==> config.mk <==
export PLATFORM = sky130hd
export DESIGN_NAME = timer_array
export DESIGN_NICKNAME = d
export VERILOG_FILES = /design/src/rtl/timer_array.sv
export SDC_FILE = /design/constraint.sdc
export NUM_CORES = 1
export LEC_CHECK = 0
export ABC_CLOCK_PERIOD_IN_PS = 8600
export CORE_MARGIN = 1.5
export CORE_UTILIZATION = 55
export DETAILED_ROUTE_END_ITERATION = 10
export GPL_TIMING_DRIVEN = 0
export PLACE_DENSITY = 0.78
export SYNTH_ARGS = -nofsm -noshare
export SYNTH_HDL_FRONTEND = slang
export SYNTH_SLANG_ARGS = --single-unit
==> constraint.sdc <==
create_clock -name clk -period 8.6 [get_ports clk]
set_input_delay 1.29 -clock clk [delete_from_list [all_inputs] [get_ports clk]]
set_output_delay 1.29 -clock clk [all_outputs]
set_load 0.01 [all_outputs]
==> src/rtl/timer_array.sv <==
// Multi-channel memory-mapped up-counter timers with reload, one-shot mode and W1C flags.
// Optional shared prescaler is compiled in when TIMER_PRESCALE_EN is defined.
module timer_array #(
  parameter int          NUM_TIMERS = 4,
  parameter int          WIDTH      = 32,
  parameter logic [31:0] BASE_ADDR  = 32'h40000100
) (
  input  logic                  clk,
  input  logic                  reset,
  input  logic                  rd,
  input  logic                  wr,
  input  logic [31:0]           addr,
  input  logic [31:0]           wdata,
  output logic [31:0]           rdata,
  output logic                  irqout,
  output logic [NUM_TIMERS-1:0] irq_vec
);

  logic                         hit;
  logic                         ch_wr;
  logic                         tick;
  logic [NUM_TIMERS-1:0]        flag_vec;
  logic [NUM_TIMERS-1:0][31:0]  th_rd;
  logic [NUM_TIMERS-1:0][31:0]  tl_rd;
  logic [NUM_TIMERS-1:0][31:0]  tcon_rd;

  assign hit   = (addr[31:8] == BASE_ADDR[31:8]) && (addr[1:0] == 2'b00);
  assign ch_wr = wr && hit && !addr[7];

`ifdef TIMER_PRESCALE_EN
  logic        pre_wr;
  logic [15:0] prescale_reg;
  logic [15:0] pcnt_reg;

  assign pre_wr = wr && hit && (addr[7:0] == 8'h84);
  assign tick   = (pcnt_reg == prescale_reg);

  always_ff @(posedge clk or posedge reset) begin
    if (reset) begin
      prescale_reg <= '0;
      pcnt_reg     <= '0;
    end else if (pre_wr) begin
      prescale_reg <= wdata[15:0];
      pcnt_reg     <= '0;
    end else if (tick) begin
      pcnt_reg     <= '0;
    end else begin
      pcnt_reg     <= pcnt_reg + 16'd1;
    end
  end
`else
  assign tick = 1'b1;
`endif

  genvar gi;
  generate
    for (gi = 0; gi < NUM_TIMERS; gi++) begin : g_ch
      logic [WIDTH-1:0] th_reg;
      logic [WIDTH-1:0] tl_reg;
      logic             en_reg;
      logic             ie_reg;
      logic             flag_reg;
      logic             oneshot_reg;
      logic             sel;
      logic             wr_th;
      logic             wr_tl;
      logic             wr_tcon;
      logic             overflow;

      assign sel     = ch_wr && (addr[6:4] == 3'(gi));
      assign wr_th   = sel && (addr[3:2] == 2'd0);
      assign wr_tl   = sel && (addr[3:2] == 2'd1);
      assign wr_tcon = sel && (addr[3:2] == 2'd2);
      // A software TL write consumes the tick, so it can never also overflow.
      assign overflow = tick && en_reg && (tl_reg == '1) && !wr_tl;

      always_ff @(posedge clk or posedge reset) begin
        if (reset) begin
          th_reg      <= '0;
          tl_reg      <= '0;
          en_reg      <= 1'b0;
          ie_reg      <= 1'b0;
          flag_reg    <= 1'b0;
          oneshot_reg <= 1'b0;
        end else begin
          if (wr_th)
            th_reg <= wdata[WIDTH-1:0];

          if (wr_tl)
            tl_reg <= wdata[WIDTH-1:0];
          else if (overflow)
            tl_reg <= th_reg;
          else if (tick && en_reg)
            tl_reg <= tl_reg + WIDTH'(1);

          if (wr_tcon) begin
            en_reg      <= wdata[0];
            ie_reg      <= wdata[1];
            oneshot_reg <= wdata[3];
          end else if (overflow && oneshot_reg) begin
            en_reg      <= 1'b0;
          end

          // Hardware set beats a simultaneous W1C.
          if (overflow)
            flag_reg <= 1'b1;
          else if (wr_tcon && wdata[2])
            flag_reg <= 1'b0;
        end
      end

      assign th_rd[gi]   = 32'(th_reg);
      assign tl_rd[gi]   = 32'(tl_reg);
      assign tcon_rd[gi] = {28'd0, oneshot_reg, flag_reg, ie_reg, en_reg};
      assign flag_vec[gi] = flag_reg;
      assign irq_vec[gi]  = flag_reg & ie_reg;
    end
  endgenerate

  assign irqout = |irq_vec;

  always_comb begin
    rdata = '0;
    if (rd && hit) begin
      if (!addr[7]) begin
        for (int i = 0; i < NUM_TIMERS; i++) begin
          if (addr[6:4] == 3'(i)) begin
            case (addr[3:2])
              2'd0:    rdata = th_rd[i];
              2'd1:    rdata = tl_rd[i];
              2'd2:    rdata = tcon_rd[i];
              default: rdata = '0;
            endcase
          end
        end
      end else if (addr[6:2] == 5'd0) begin
        rdata = 32'(flag_vec);
      end
`ifdef TIMER_PRESCALE_EN
      else if (addr[6:2] == 5'd1) begin
        rdata = 32'(prescale_reg);
      end
`endif
    end
  end

endmodule
; ---- Word level (Yosys, flattened, before mapping)
; Cells that the tools add are included.
[classes]
add_sub_neg = 4
multipliers = 0
n_div = 0
magnitude_cmp = 0
eq_ne = 10
shifts = 0
n_mux = 39
bitwise_logic = 4
n_reduce_logical = 58
[ops]
columns = cell, n
row1 = $mux 32, 18
row2 = $pmux 32 s3, 4
row3 = $add 32x1->32 const B, 4
row4 = $eq 32x32->1 const B, 4
row5 = $logic_and 1x1->1, 36
row6 = $eq 24x23->1 const B, 1
row7 = $mux 1, 16
row8 = $reduce_bool 2->1, 8
row9 = $reduce_bool 3->1, 4
row10 = $eq 3x2->1 const B, 2
row11 = $logic_not 1->1, 5
row12 = $logic_not 5->1, 1
row13 = $and 1x1->1, 4
row14 = $logic_not 2->1, 2
row15 = $mux 4, 1
row16 = $reduce_or 4->1, 1
row17 = $eq 3x1->1 const B, 1
row18 = $logic_not 3->1, 1
row19 = $eq 2x1->1 const B, 1
row20 = $eq 2x2->1 const B, 1
[totals]
regBits = 272
latch_bits = 0
ramBits = 0
rom_bits = 0
inputBits = 68
n_memories = 0

; ---- Depth between registers and ports, before layout
[logic_depth]
ltp_word = 11
depth_mapped = 10
ltp_nobuf = 8

; ---- Worst setup path before layout
; No wires, ideal clock.
[synth_path]
path_kind = input port to output port
startpoint = input addr[19]
endpoint = output rdata[15]
t_arrival_ps = 2913
setup_slack_ps = 4397
stages = 8
cell_sequence = nor4_1 -> nand4_1 -> nor2_2 -> nand2_1 -> or2_2 -> clkbuf_1 -> buf_2 -> a31oi_1
[synth_between]
elab_chain_cells = 4
[synth_rtl]
columns = item, line
row1 = start: declaration, 12  ; input logic [31:0] addr,
row2 = $eq 24x23->1, 27  ; assign hit = (addr[31:8] == BASE_ADDR[31:8]) && (addr[1:0] == 2'b00);
row3 = $logic_and 1x1->1, 27
row4 = $logic_and 1x1->1, 124  ; if (rd && hit) begin
row5 = $mux 32, 124
row6 = end: declaration, 14  ; output logic [31:0] rdata,
; Every way passes these cells.

; ---- Worst setup path in the final report
[layout_path]
startpoint = input addr[2]
endpoint = output rdata[18]
[layout_between]
elab_chain_cells = 8
word_cells_on_any_way = 13
[layout_rtl]
columns = item, line
row1 = "$eq 2x2->1, or another cell as far along", 128  ; case (addr[3:2])
row2 = $pmux 32 s3, 128
row3 = $mux 32 (3 in a row), 127  ; if (addr[6:4] == 3'(i)) begin
row4 = $mux 32 (*), 127
row5 = $mux 32 (*), 125  ; if (!addr[7]) begin
row6 = $mux 32 (*), 124
; Mark *: on every way between the ends. The rest lies on a longest branch, timed or not.

==> flow_summary.json <==
{
  "result_of_the_run": "complete, no violations",
  "hold_critical_path_endpoint": "g_ch[2].th_reg[1]$_DFFE_PP0P_",
  "ys_seq_area_frac": 0.403,
  "num_io_pins": 105,
  "drt_first_iter_violations": 2354,
  "postRouteWirelength_um": 66400,
  "maxCapViolCount": 0,
  "fin_area_um2": 19600,
  "sort_of_element_at_the_start_of_the_critical_path": "primary input",
  "drive_above_1_share": 0.147,
  "cellPowerDensity_nw_per_um2": 144,
  "placedCellCount": 2313,
  "power.static_leakage_nw": 8.24,
  "cts-htree-levels": 1,
  "fillCellCount": 2532,
  "floorplan.rows": 64,
  "critPathMaxStageDelay_ps": 750,
  "globalRoute.totalOverflow": 0,
  "cp_data_required_time_ps": 7310,
  "clockPowerShare": 0.483,
  "p_total_mw": 2.83,
  "reg2reg_setup_slack_ps": 5340,
  "pwr-share-comb": 0.065,
  "p_seq_frac": 0.452,
  "yosys_warning_count": 0,
  "timing.final.ws_setup_ps": 2510,
  "rr_endpoint": "g_ch[0].tl_reg[21]$_DFFE_PP0P_",
  "setup.worst_path.class": "in -> out",
  "die_area_um2": 31800,
  "finalNetCount": 2021,
  "post_cts.resized_instances": 0,
  "multi_input_comb_area_um2": 9440,
  "initial_core_util": 0.555,
  "max_freq_mhz": 164,
  "ff_latch_area_um2": 6810,
  "number_of_input_and_output_port_buffers_inserted": 102,
  "place.detailed.hpwl_um": 49500,
  "placement.cell_area_um2": 18600,
  "layout_commonest_cell": "dfrtp_1",
  "critical_path_arrival_ps": 4800,
  "worstMarginPinSlew_ps": 1080,
  "layout.cells.most_common_list": "dfrtp_1, nand2_1, nor2_1",
  "clock_skew_ps": 15.1,
  "maxSlewHeadroom": 0.270,
  "detailroute.via_count": 16300,
  "synth_enable_flop_cells": 0,
  "cts.path.max_buffers": 3,
  "number_of_instances_in_the_synthesized_netlist": 1807,
  "crit_path_cell_trace": "clkdlybuf4s50_1 -> buf_2 -> buf_2 -> buf_1 -> mux4_2 -> a22oi_1 -> nor2_1 -> clkdlybuf4s50_1",
  "power.switching_mw": 0.672,
  "syn_avg_cell_area_um2": 9.35,
  "mappedNetlistNets": 1879,
  "rsz0062_at_grt": "false",
  "worstPathMaxFanout": 10,
  "final_hold_viol_count": 0,
  "fin_cells": 2364,
  "dominantRegCellSynth": "dfrtp_1",
  "period_share": 0.708,
  "switching_share": 0.237,
  "area.growth.synth_to_final_pct": 16.0,
  "yosys.cell_types.count": 64,
  "synth.ff_latch_count": 272,
  "hold_path_depth": 1,
  "vdd_drop_max_mv": 0.164,
  "floorplan.core_area_um2": 30400,
  "routabilityCongestion": 0.980,
  "clkSinkCount": 272,
  "clockRootBuffer": "clkbuf_16",
  "cpMaxStageDelayCell": "buf_1",
  "post_cts_hold_buffer_count": 0,
  "finalSetupTns_ps": 0,
  "grt_util_all_layers": 0.424,
  "numCtsBuffers": 30,
  "endpoint_kind": "output pin",
  "grt_max_degree": 43,
  "diodes": 0,
  "global_route_wire_length_before_repair_um": 98300,
  "r2r.worst_path.cells": 6,
  "hold_path_class": "reg -> reg",
  "min_from": "g_ch[2].th_reg[1]$_DFFE_PP0P_",
  "final-max-slew-violation-count": 0,
  "r2r_start": "g_ch[0].tl_reg[27]$_DFFE_PP0P_",
  "p_int_mw": 2.16,
  "post-route-drc-count": 0,
  "place_worst_setup_slack_ps": 2660,
  "clock_insertion_delay_worst_skew_ps": 580,
  "clk_pin_slew_ps": 60,
  "post_drt_wl_per_cell_um": 28.1,
  "first_global_vias": 15500,
  "routed_via_density": 6.90,
  "number_of_antenna_violations_at_the_first_check_in_global_routing": 0,
  "period_minus_slack_ps": 6090,
  "buffers_inserted_during_post_cts_setup_optimization": 0,
  "setup_violating_endpoint_count_in_the_final_report": 0,
  "ys_async_sr_fraction": 1.00,
  "tritoncts": "done",
  "dr.pass1.iters": 6,
  "die_h_um": 178,
  "die_x_um": 178,
  "netlist_area_before_placement_um2": 16900,
  "route.antenna.remaining_nets": 0
}
==> worst max-delay path: cells and delay by family <==
kind | cells | cell delay [ps]
buf+inv | 5 | 2640
simple gates | 1 | 90
compound gates | 1 | 330
mux | 1 | 420
==> kinds of logic after synthesis <==
family	after synthesis	synth area share
buf+inv	147	0.0386
simple gates	663	0.195
flops	272	0.403
fa+ha+maj	4	0.00296
compound gates	424	0.149
xor+xnor	59	0.0306
mux	238	0.181
==> per-layer routing <==
metal | part of all wire | up-vias | track usage | wire [um]
li1 | - | 6935 | - | -
met1 | 0.39 | 7941 | 0.580 | 26000
met2 | 0.43 | 1223 | 0.623 | 28400
met3 | 0.12 | 210 | 0.108 | 8040
met4 | 0.060 | 0 | 0.215 | 4020
met5 | 0 | - | 0 | 0
==> power groups by stage <==
stage | clock [mW] | combinational, mW | sequential [mW]
after floorplan | 0 | 0.0772 | 1.30
after CTS | 1.37 | 0.181 | 1.28
after global routing | 1.42 | 0.192 | 1.28
final | 1.37 | 0.184 | 1.28
after global placement | 0 | 0.170 | 1.30
after detailed placement | 0 | 0.180 | 1.30
==> area by class of cell <==
cell class                 count  area share
tap                          396      0.0253
inverter                      25     0.00498
multi-input combinational   1388       0.482
sequential                   272       0.347
timing repair buffer         110      0.0603
clock inverter                10     0.00779
clock buffer                  41      0.0441
buffer                       122      0.0285
==> metrics by stage <==
step,util,hold WS [ps]
detailed placement,0.611,506
floorplan,-,470
global route,0.644,540
finish,0.644,514
CTS,0.644,520
global placement,0.605,499
==> cells in the mapped netlist (30+ instances only) <==
cell type	number	share of area
o21ai_0	114	0.034
mux4_2	40	0.053
nor2_1	159	0.035
buf_2	31	0.0092
nand4_1	52	0.019
nand2_1	218	0.048
mux2i_1	52	0.031
dfrtp_1	272	0.40
a31oi_1	45	0.017
and3_1	34	0.013
a21oi_1	140	0.041
mux2_2	119	0.079
xor2_1	30	0.016
nand3_1	67	0.020
clkbuf_1	64	0.014
==> worst max path at each step <==
stage               slack [ps]                       endpoint      from  cells after the start
finish                    2510                      rdata[18]   addr[2]                      8
global route              2440                       rdata[8]  addr[24]                     10
floorplan                 3710     g_ch[0].en_reg$_DFFE_PP0P_     reset                      1
detailed placement        2660                      rdata[13]  addr[31]                     10
CTS                       2660                      rdata[13]  addr[31]                     10
global placement          1600  g_ch[0].th_reg[6]$_DFFE_PP0P_     reset                      2
Power figures use the tool's default switching activity.
